File: src/rtl/ascii_to_binary.sv
// Converts four left-justified, space-padded ASCII bytes to an 8-bit value in a fixed 4-cycle scan.
// Define ASCII_SIGN_EN to accept a leading '-' and produce a two's complement result.
module ascii_to_binary (
    input  logic        clk,
    input  logic        rst,
    input  logic        ifStart,
    input  logic [31:0] asciiNum,
    output logic [7:0]  binaryNum,
    output logic        ifNeg,
    output logic        ifError,
    output logic        ifDone,
    output logic        ifBusy
);
    localparam int unsigned AccW  = 10;
    localparam int unsigned WideW = 12;

    typedef enum logic {IDLE, SCAN} state_t;

    state_t          state;
    logic [31:0]     word;
    logic [1:0]      idx;
    logic [AccW-1:0] acc;
    logic            ovf, err, seenSpace, seenDigit;
`ifdef ASCII_SIGN_EN
    logic            neg, negNext, isMinus;
`endif

    logic [7:0]       curByte;
    logic             isDigit, isSpace;
    logic [WideW-1:0] accProd, limit;
    logic [AccW-1:0]  accNext;
    logic             ovfNext, errNext, seenSpaceNext, seenDigitNext, failNext;
    logic [7:0]       magnitude;

    // Effect of the byte currently at the head of the latched word
    always_comb begin
        curByte       = word[31:24];
        isDigit       = (curByte >= 8'h30) && (curByte <= 8'h39);
        isSpace       = (curByte == 8'h20);
        accProd       = (WideW'(acc) * WideW'(10)) + WideW'(curByte[3:0]);
        accNext       = acc;
        ovfNext       = ovf;
        errNext       = err;
        seenSpaceNext = seenSpace;
        seenDigitNext = seenDigit;
`ifdef ASCII_SIGN_EN
        isMinus       = (curByte == 8'h2D);
        negNext       = neg;
        limit         = neg ? WideW'(128) : WideW'(255);
`else
        limit         = WideW'(255);
`endif
        if (isDigit) begin
            seenDigitNext = 1'b1;
            if (seenSpace) begin
                errNext = 1'b1;
            end else if (!ovf) begin
                if (accProd > limit) begin
                    ovfNext = 1'b1;
                end else begin
                    accNext = AccW'(accProd);
                end
            end
        end else if (isSpace) begin
            seenSpaceNext = 1'b1;
`ifdef ASCII_SIGN_EN
        end else if (isMinus && (idx == 2'd0)) begin
            negNext = 1'b1;
`endif
        end else begin
            errNext = 1'b1;
        end
        failNext  = errNext | ovfNext | ~seenDigitNext;
        magnitude = accNext[7:0];
    end

`ifndef ASCII_SIGN_EN
    assign ifNeg = 1'b0;
`endif

    always_ff @(posedge clk) begin
        if (rst) begin
            state     <= IDLE;
            word      <= '0;
            idx       <= '0;
            acc       <= '0;
            ovf       <= 1'b0;
            err       <= 1'b0;
            seenSpace <= 1'b0;
            seenDigit <= 1'b0;
            binaryNum <= '0;
            ifError   <= 1'b0;
            ifDone    <= 1'b0;
            ifBusy    <= 1'b0;
`ifdef ASCII_SIGN_EN
            neg       <= 1'b0;
            ifNeg     <= 1'b0;
`endif
        end else begin
            ifDone <= 1'b0;
            case (state)
                IDLE: begin
                    if (ifStart) begin
                        word      <= asciiNum;
                        idx       <= '0;
                        acc       <= '0;
                        ovf       <= 1'b0;
                        err       <= 1'b0;
                        seenSpace <= 1'b0;
                        seenDigit <= 1'b0;
`ifdef ASCII_SIGN_EN
                        neg       <= 1'b0;
`endif
                        ifBusy    <= 1'b1;
                        state     <= SCAN;
                    end
                end
                SCAN: begin
                    word      <= {word[23:0], 8'h00};
                    idx       <= idx + 2'd1;
                    acc       <= accNext;
                    ovf       <= ovfNext;
                    err       <= errNext;
                    seenSpace <= seenSpaceNext;
                    seenDigit <= seenDigitNext;
`ifdef ASCII_SIGN_EN
                    neg       <= negNext;
`endif
                    if (idx == 2'd3) begin
                        state   <= IDLE;
                        ifBusy  <= 1'b0;
                        ifDone  <= 1'b1;
                        ifError <= failNext;
                        if (failNext) begin
                            binaryNum <= '0;
`ifdef ASCII_SIGN_EN
                            ifNeg     <= 1'b0;
`endif
                        end else begin
`ifdef ASCII_SIGN_EN
                            // "-0" collapses to a plain zero
                            if (negNext && (magnitude != 8'd0)) begin
                                binaryNum <= (~magnitude) + 8'd1;
                                ifNeg     <= 1'b1;
                            end else begin
                                binaryNum <= magnitude;
                                ifNeg     <= 1'b0;
                            end
`else
                            binaryNum <= magnitude;
`endif
                        end
                    end
                end
                default: state <= IDLE;
            endcase
        end
    end
endmodule

File: config.mk
export PLATFORM = sky130hd
export DESIGN_NAME = ascii_to_binary
export DESIGN_NICKNAME = d
export VERILOG_FILES = /design/src/rtl/ascii_to_binary.sv
export SDC_FILE = /design/constraint.sdc
export NUM_CORES = 1
export LEC_CHECK = 0
export ABC_CLOCK_PERIOD_IN_PS = 7590
export CAP_MARGIN = 20
export CORE_MARGIN = 3
export CORE_UTILIZATION = 55
export CTS_BUF_LIST = sky130_fd_sc_hd__clkbuf_8
export DETAILED_ROUTE_END_ITERATION = 12
export HOLD_SLACK_MARGIN = 0.05
export MAX_ROUTING_LAYER = met4
export PLACE_DENSITY = 0.81
export SYNTH_ARGS = -nofsm -noshare
export SYNTH_HDL_FRONTEND = slang
export SYNTH_SLANG_ARGS = --single-unit
File: constraint.sdc
create_clock -name clk -period 7.59 [get_ports clk]
set_clock_uncertainty 0.15 [all_clocks]
set_input_delay 0.759 -clock clk [delete_from_list [all_inputs] [get_ports clk]]
set_output_delay 0.759 -clock clk [all_outputs]
set_load 0.005 [all_outputs]
==> run summary <==
outcome: complete, no violations
ratio of routed vias to standard cells: 5.48
number of warning messages in the yosys log: 0
H-Tree Level Count: 3
Iter 0 DRT Violations: 115
number of nets in the synthesized netlist: 395
overall die area: 6450 µm²
Slew Limit Fails: 0
total global routing overflow: 0
Tot GR Track Use: 21.6%
global-route wire length before repair: 10400 µm
worst slew slack as a fraction of its limit: 30.1%
number of global-route vias before repair: 2288
aggregate routed wire length: 6220 µm
total power after layout: 695 µW
number of gates given a new drive strength after cts: 0
number of buffers inserted for hold repair after clock tree synthesis: 0
area growth from synthesis to final layout: 21.5%
leakage power total: 1.68 nW
startpoint of the worst register-to-register path: acc[1]
buffers added on ports: 45
final routed DRC violation total: 0
Crit. End Element: register
PD cells: 188 nW/µm²
buffers from clock root to sink, at most: 2
Core ar.: 5240 µm²
initial antenna violation count: 0
Peak VDD IR: 0.156 mV
final critical-path required period: 4120 ps
TritonCTS clock tree: done
drt wl/cell: 13.8 µm
HP Class: reg2reg
TritonCTS Buffers: 9
Fmax: 0.243 GHz
die outline width: 80.3 µm
Fin Hold WS: 307 ps
largest fanout on the critical path: 10
standard-cell rows: 26
number of nets in the final layout: 433
final RePlAce weighted congestion: 0.826
Initial Utilization: 58.0%
buffer type at the clock tree root: sky130_fd_sc_hd__clkbuf_8
clock net sink count: 60
height of the die: 80.3 µm
Setup violations, final: 0
layout cell share with drive strength beyond 1: 6.81%
critical path startpoint: acc[1]
CTS clock-pin slew for the worst setup and hold paths: 70 ps
startpoint-to-endpoint class of the critical path: reg2reg
setup repair bufs after CTS: 0
First-pass DRT Iterations: 4
max-cap check violation count: 0
endpoint arrival time on the critical path: 4210 ps
post-detailed-route count of antenna-violating nets: 0
Final Hold Fails: 0
synthesized instance count: 339
antenna diode count: 0
largest net degree at the start of global routing: 64
Critical Path Start Type: register
final worst-path cycle share: 54.3%
Cell variety after synth: 41
required time at the endpoint of the critical path: 7670 ps
Layout fillers: 414
#FFs+latches synth: 60
Synth Area per Inst: 8.96 µm²
measured slew at the worst slew-check pin: 1050 ps
later-pin clock latency in the skew report: 340 ps
reg2reg setup slack: 3470 ps
count of vias placed by the detailed router: 2478
number of primary I/O pins: 47
setup repair after global routing missed its margin: no
sequential share of the synthesized area: 39.5%
final total negative setup slack: 0 ps
sequential cell area in the final layout: 1200 µm²
area taken by multi-input logic gates: 1740 µm²
min-delay src: binaryNum[6]
area of the mapped netlist: 3040 µm²
post-DP HPWL: 4480 µm
[cell families (layout without fill, tap and decap cells)]
| family | after synthesis | after routing | share of synthesized area [%] |
|---|---|---|---|
| adders and majority gates | 21 | 21 | 9.14 |
| muxes | 42 | 42 | 13.8 |
| other | 1 | 1 | 0.123 |
| AOI/OAI and AO/OA | 71 | 71 | 14.7 |
| DFF | 60 | 60 | 39.5 |
| buffers and inverters | 20 | 63 | 3.09 |
| and+or+nand+nor | 114 | 114 | 16.6 |
| xor gates and xnor gates | 10 | 10 | 2.88 |
[cell usage after synthesis, drive strengths merged]
| master | number | area share [%] |
|---|---|---|
| nand3b | 1 | 0.25 |
| fa | 2 | 1.3 |
| mux2i | 42 | 14 |
| and2 | 2 | 0.49 |
| nor4 | 1 | 0.21 |
| nand2 | 14 | 1.7 |
| a21oi | 34 | 5.6 |
| xnor2 | 6 | 1.7 |
| nor3 | 3 | 0.87 |
| xor2 | 4 | 1.2 |
| ha | 19 | 7.8 |
| o221a | 1 | 0.37 |
| dfxtp | 60 | 40 |
| o21ba | 1 | 0.33 |
| nand3 | 3 | 0.49 |
| buf | 8 | 1.6 |
| a21o | 4 | 0.99 |
| nor2 | 76 | 9.4 |
| nand2b | 2 | 0.41 |
| nor2b | 2 | 0.41 |
| clkbuf | 11 | 1.4 |
| o21a | 3 | 0.74 |
| conb | 1 | 0.12 |
| inv | 1 | 0.12 |
| a311oi | 1 | 0.29 |
| or2 | 2 | 0.41 |
| a211oi | 3 | 0.91 |
| nor4b | 1 | 0.29 |
| or4 | 1 | 0.25 |
| o21bai | 1 | 0.25 |
| o31ai | 1 | 0.41 |
| nor3b | 5 | 1.2 |
| o211ai | 1 | 0.25 |
| a22o | 8 | 2.3 |
| and3 | 1 | 0.21 |
| o21ai | 11 | 1.8 |
| a22oi | 2 | 0.49 |
[layout make-up]
class                           instances  share of cell area, %
Multi-Input combinational cell        259                   47.2
Tap cell                               70                   2.37
Clock inverter                          5                   1.39
Sequential cell                        60                   32.6
Clock buffer                           11                   4.10
Timing Repair Buffer                   46                   12.3
Inverter                                1                  0.102
[routing by layer]
layer,routed length (µm),global-route usage (%)
met1,2910,25.3
met2,2920,34.4
met3,318,6.50
met4,76,9.46
met5,0,-
[critical path, cell delays in order, from the launching register on]
cell	delay (ps)
sky130_fd_sc_hd__dfxtp_1	430
sky130_fd_sc_hd__ha_1	270
sky130_fd_sc_hd__ha_1	230
sky130_fd_sc_hd__fa_1	420
sky130_fd_sc_hd__a21o_1	200
sky130_fd_sc_hd__a211oi_1	290
sky130_fd_sc_hd__nor3_1	100
sky130_fd_sc_hd__or4_1	500
sky130_fd_sc_hd__mux2i_1	190
sky130_fd_sc_hd__nand3_1	480
sky130_fd_sc_hd__o21a_1	480
sky130_fd_sc_hd__a22o_1	270
[sequential cells by signal (all words and copies together) (netlist names)]
name,flops
state,1
ovf,1
ifDone,1
seenSpace,1
ifBusy,1
word,32
err,1
acc,10
seenDigit,1
ifError,1
binaryNum,8
idx,2
[through the flow]
step | setup WS (ps) | utilization [%] | area, µm² | cells
after floorplan | 4080 | - | 3040 | 339
after global placement | 3550 | 66.6 | 3490 | 436
after detailed placement | 3470 | 66.6 | 3490 | 436
after CTS | 3460 | 70.5 | 3690 | 452
after global routing | 3240 | 70.5 | 3690 | 452
final | 3470 | 70.5 | 3690 | 452
[report_power, final]
| group | internal (mW) | switching [mW] | total, mW |
|---|---|---|---|
| sequential | 0.327 | 0.0134 | 0.340 |
| combinational | 0.0356 | 0.0288 | 0.0644 |
| clock | 0.167 | 0.123 | 0.291 |
| total | 0.529 | 0.166 | 0.695 |
[placed cells by master, fill, tap and decap left out, types with 3 or more instances in the layout]
master	Yosys	final
sky130_fd_sc_hd__a21o_1	4	4
sky130_fd_sc_hd__a21oi_1	34	34
sky130_fd_sc_hd__a22o_1	8	8
sky130_fd_sc_hd__clkbuf_8	0	11
sky130_fd_sc_hd__clkdlybuf4s50_1	0	44
sky130_fd_sc_hd__dfxtp_1	60	59
sky130_fd_sc_hd__ha_1	19	19
sky130_fd_sc_hd__mux2i_1	42	42
sky130_fd_sc_hd__nand2_1	14	14
sky130_fd_sc_hd__nand3_1	3	3
sky130_fd_sc_hd__nor2_1	76	76
sky130_fd_sc_hd__nor3b_1	5	5
sky130_fd_sc_hd__o21a_1	3	3
sky130_fd_sc_hd__o21ai_0	11	11
sky130_fd_sc_hd__xnor2_1	6	6
sky130_fd_sc_hd__xor2_1	4	4
[path summary, 6_finish.rpt]
path | endpoint | depth (start not counted)
max | acc[2] | 11
min | binaryNum[6] | 2
max reg2reg | acc[2] | 11
min reg2reg | binaryNum[6] | 2
Note: power is estimated with default switching activity, not from simulation.
